==> src/rtl/automat_rest.sv <==
// Change-return unit: pays a refund out one coin at a time over a req/ack
// handshake, using 100-bani coins first and 50-bani coins as fallback.
module automat_rest #(
  parameter int unsigned AMT_W      = 3,
  parameter int unsigned GAP_CYCLES = 1
) (
  input  logic             clock,
  input  logic             reset,
  input  logic             start,
  input  logic [AMT_W-1:0] amount,
  input  logic             empty100,
  input  logic             ack,
  output logic             out50,
  output logic             out100,
  output logic             busy,
  output logic             done
);

  localparam int unsigned GAP_W = $clog2(GAP_CYCLES + 1);

  typedef enum logic [2:0] {
    IDLE     = 3'd0,
    SEL      = 3'd1,
    WAIT_ACK = 3'd2,
    GAP      = 3'd3,
    DONE     = 3'd4
  } state_t;

  state_t           state, state_nxt;
  logic [AMT_W-1:0] rest, rest_nxt;
  logic [GAP_W-1:0] gap_cnt, gap_nxt;
  logic             out50_nxt, out100_nxt;

  // State and datapath registers
  always_ff @(posedge clock) begin
    if (reset) begin
      state   <= IDLE;
      rest    <= '0;
      gap_cnt <= '0;
      out50   <= 1'b0;
      out100  <= 1'b0;
    end else begin
      state   <= state_nxt;
      rest    <= rest_nxt;
      gap_cnt <= gap_nxt;
      out50   <= out50_nxt;
      out100  <= out100_nxt;
    end
  end

  // Next-state and next-register logic
  always_comb begin
    state_nxt  = state;
    rest_nxt   = rest;
    gap_nxt    = gap_cnt;
    out50_nxt  = out50;
    out100_nxt = out100;
    case (state)
      IDLE: begin
        out50_nxt  = 1'b0;
        out100_nxt = 1'b0;
        if (start) begin
          rest_nxt  = amount;
          state_nxt = (amount == '0) ? DONE : SEL;
        end
      end
      SEL: begin
        // 100-bani coin only when at least two units remain, so rest never wraps
        if ((rest > AMT_W'(1)) && !empty100) begin
          out100_nxt = 1'b1;
          rest_nxt   = rest - AMT_W'(2);
        end else begin
          out50_nxt = 1'b1;
          rest_nxt  = rest - AMT_W'(1);
        end
        state_nxt = WAIT_ACK;
      end
      WAIT_ACK: begin
        if (ack) begin
          out50_nxt  = 1'b0;
          out100_nxt = 1'b0;
          if (rest == '0) begin
            state_nxt = DONE;
          end else begin
            gap_nxt   = GAP_W'(GAP_CYCLES);
            state_nxt = GAP;
          end
        end
      end
      GAP: begin
        gap_nxt = gap_cnt - GAP_W'(1);
        if (gap_cnt <= GAP_W'(1)) begin
          state_nxt = SEL;
        end
      end
      DONE: begin
        state_nxt = IDLE;
      end
      default: begin
        state_nxt  = IDLE;
        out50_nxt  = 1'b0;
        out100_nxt = 1'b0;
      end
    endcase
  end

  assign busy = (state != IDLE);
  assign done = (state == DONE);

endmodule

==> config.mk <==
export PLATFORM = sky130hd
export DESIGN_NAME = automat_rest
export DESIGN_NICKNAME = d
export VERILOG_FILES = /design/src/rtl/automat_rest.sv
export SDC_FILE = /design/constraint.sdc
export NUM_CORES = 1
export LEC_CHECK = 0
export ABC_AREA = 1
export CORE_AREA = 5 5 42 44
export DETAILED_ROUTE_END_ITERATION = 7
export DIE_AREA = 0 0 47 49
export PLACE_DENSITY_LB_ADDON = 0.3
export SLEW_MARGIN = 20
export SYNTH_ARGS = -nofsm -noshare
export SYNTH_HDL_FRONTEND = slang
export SYNTH_SLANG_ARGS = --single-unit
==> constraint.sdc <==
create_clock -name clock -period 3.3 [get_ports clock]
set_clock_uncertainty 0.1 [all_clocks]
set_input_delay 0.495 -clock clock [delete_from_list [all_inputs] [get_ports clock]]
set_output_delay 0.495 -clock clock [all_outputs]
set_load 0.05 [all_outputs]
==> run metrics <==
status completed; CTS Buf Count 3; syn_area_per_cell 6.454 sq um; 1st-pass router iterations 4; Hold/Removal Path Class reg -> reg; max incr delay on CP between 0.7 and 0.8 ns; final worst path period need around 2.3 ns; R2R Path Start rest[1]; Levels on crit path 4; Post-DRT Antenna Nets 0; worst relative slew slack 0.6683; pin count of the biggest net entering global routing 8; Syn Nets between 100 and 150; Area contributors post-synth dfxtp_1 26%, nand2_1 12%, ha_1 10%; PD cells 605.7 mW/mm^2; drt total wl about 1300 um; synth unique cells 18; Final Max Slew Viols 0; Synth warnings 0; vias in the first global route 570; CP Class reg -> out; Core Area 0.001401 sq mm; switch share 0.4621; P_int 0.2495 mW; CTS Buffer Depth 2; R2R cell count 9; global-route usage over all layers 0.1358; # DRC 0; r2r setup slk 1.80 ns; CTS Sinks 8; Final Util 0.5464; Yosys top cell area share 0.2612; placed cell areas 743.2 sq um; Die ar. around 0.0023 sq mm; setup violators final 0; postcts setup bufs 0; hold depth 2; first-pass GRT wire length roughly 2300 um; starting density of the core 0.4375; # resized after CTS 0; Gate Count Post-Synth between 90 and 100; Hold EP out50; Sw Pwr about 0.21 mW; worst slew pin tran 0.4961 ns; Die Y between 40 and 50 um; fin crit share 0.7085; final net count between 100 and 150; Sequential Power Share 0.289; leakage between 0.3 and 0.4 nW; worst r2r dst rest[1]; hold wc startpoint out50; Worst EP required between 2 and 3 ns; max-cap check violation count 0; CTS H-tree lvls 1; cell row count 14; arrival time at the worst endpoint approximately 1.7 ns; I/O Buffers 11; Fmax ~430 MHz; fillers between 150 and 200; CTS Root Cell clkbuf_4; Design Area, Final about 770 sq um; area delta synth->final 24.90%; CTS tree yes; worst vdd ir 0.3190 mV; initial antenna violation count 0; Slowest-stage cell, CP clkdlybuf4s50_1; vias per cell ~5.0; initial DRC count 9; Yosys reg bits 8; layout cells sized above 1 0.1651; commonest non-fill, non-tap cell in the layout nand2_1; Non-Filler Instances 125; total grt overflow 0; Worst-Skew Late Latency 0.25 ns; post-synth top area cell dfxtp_1; DP HPWL 1037 um; delay-heaviest family, CP buffers and inverters; sequential area share after synthesis 0.2612; CP Launch Type register; vias approximately 630; CP cell instances nor2_1, nand2_1, inv_1, clkdlybuf4s50_1; Comb pwr share 0.552; Reg clk slew, reported paths about 0.05 ns; wire per inst 10.66 um; Tot Pwr between 0.4 and 0.5 mW; Inst Count DP between 100 and 150; Final Hold Viols 0; Ant. Diodes 0; Critical path buffers and inverters 2; critical path endpoint category output port; final setup TNS 0 ns; CTS Hold Bufs 0; most frequent cells in the layout 20 x nand2_1, 14 x inv_1, 12 x nand3_1, 11 x clkdlybuf4s50_1, 9 x nor2_1; mapped cell area 613.1 sq um; gpl congestion 0.8614; IO Pins 12; RSZ-0062 raised after global routing false; CP max FO 6; Die X about 47 um; Clock power frac 0.160
## worst max path at each step
stage / start / end
floorplan: state[2] / state[1]
global placement: state[1] / done
detailed placement: state[1] / done
CTS: state[1] / done
global route: state[1] / done
finish: state[1] / done
## kinds of logic after synthesis
family,Yosys count,share of synthesized area
and+or+nand+nor,51,0.4082
DFF,8,0.2612
AOI/OAI and AO/OA,10,0.09183
buffers and inverters,20,0.1224
xor gates and xnor gates,1,0.01429
adders and majority gates,5,0.1020
## stage by stage
stage	hold slack [ns]	setup slack, ns
after floorplan	0.4610	1.806
after global placement	0.3403	1.274
after detailed placement	0.3476	1.261
after CTS	0.3561	0.9557
after global routing	0.3767	0.8512
final	0.3563	0.9619
## tightest hold or removal path: stages (launching register included)
cell,delay [ns]
dfxtp_1,0.31
inv_1,0.06
a21oi_2,0.04
## registers in the layout, indices dropped and copies added, names as in the netlist
name and count:
rest 3, state 3, out100 1, out50 1
## power by group through the flow
stage | sequential (mW) | clock [mW] | combinational (mW)
global route | 0.136 | 0.0865 | 0.289
CTS | 0.134 | 0.0770 | 0.258
finish | 0.134 | 0.0741 | 0.256
detailed placement | 0.135 | 0 | 0.255
global placement | 0.134 | 0 | 0.251
floorplan | 0.145 | 0 | 0.183
## cell usage after synthesis, drive strengths merged
cell type   n
a21oi       7
dfxtp       8
ha          5
inv        20
nand2      23
nand3      13
nand4       1
nor2       13
o21ai       1
o22ai       2
or2         1
xor2        1
## cell type report
type                            instances  area [sq um]  area share
Multi-Input combinational cell         67         377.9      0.4935
Sequential cell                         8         160.2      0.2092
Timing Repair Buffer                   11         110.1      0.1438
Inverter                               20         75.07     0.09804
Clock buffer                            3         22.52     0.02941
Tap cell                               16         20.02     0.02614
## layer usage
| layer | up-vias | global-route usage | wire length, um |
|---|---|---|---|
| li1 | 326 | - | - |
| met1 | 269 | 0.1623 | 606 |
| met2 | 23 | 0.2127 | 597 |
| met3 | 8 | 0.03321 | 77 |
| met4 | 0 | 0.07373 | 51 |
| met5 | - | 0 | 0 |
Note: power is estimated with default switching activity, not from simulation.
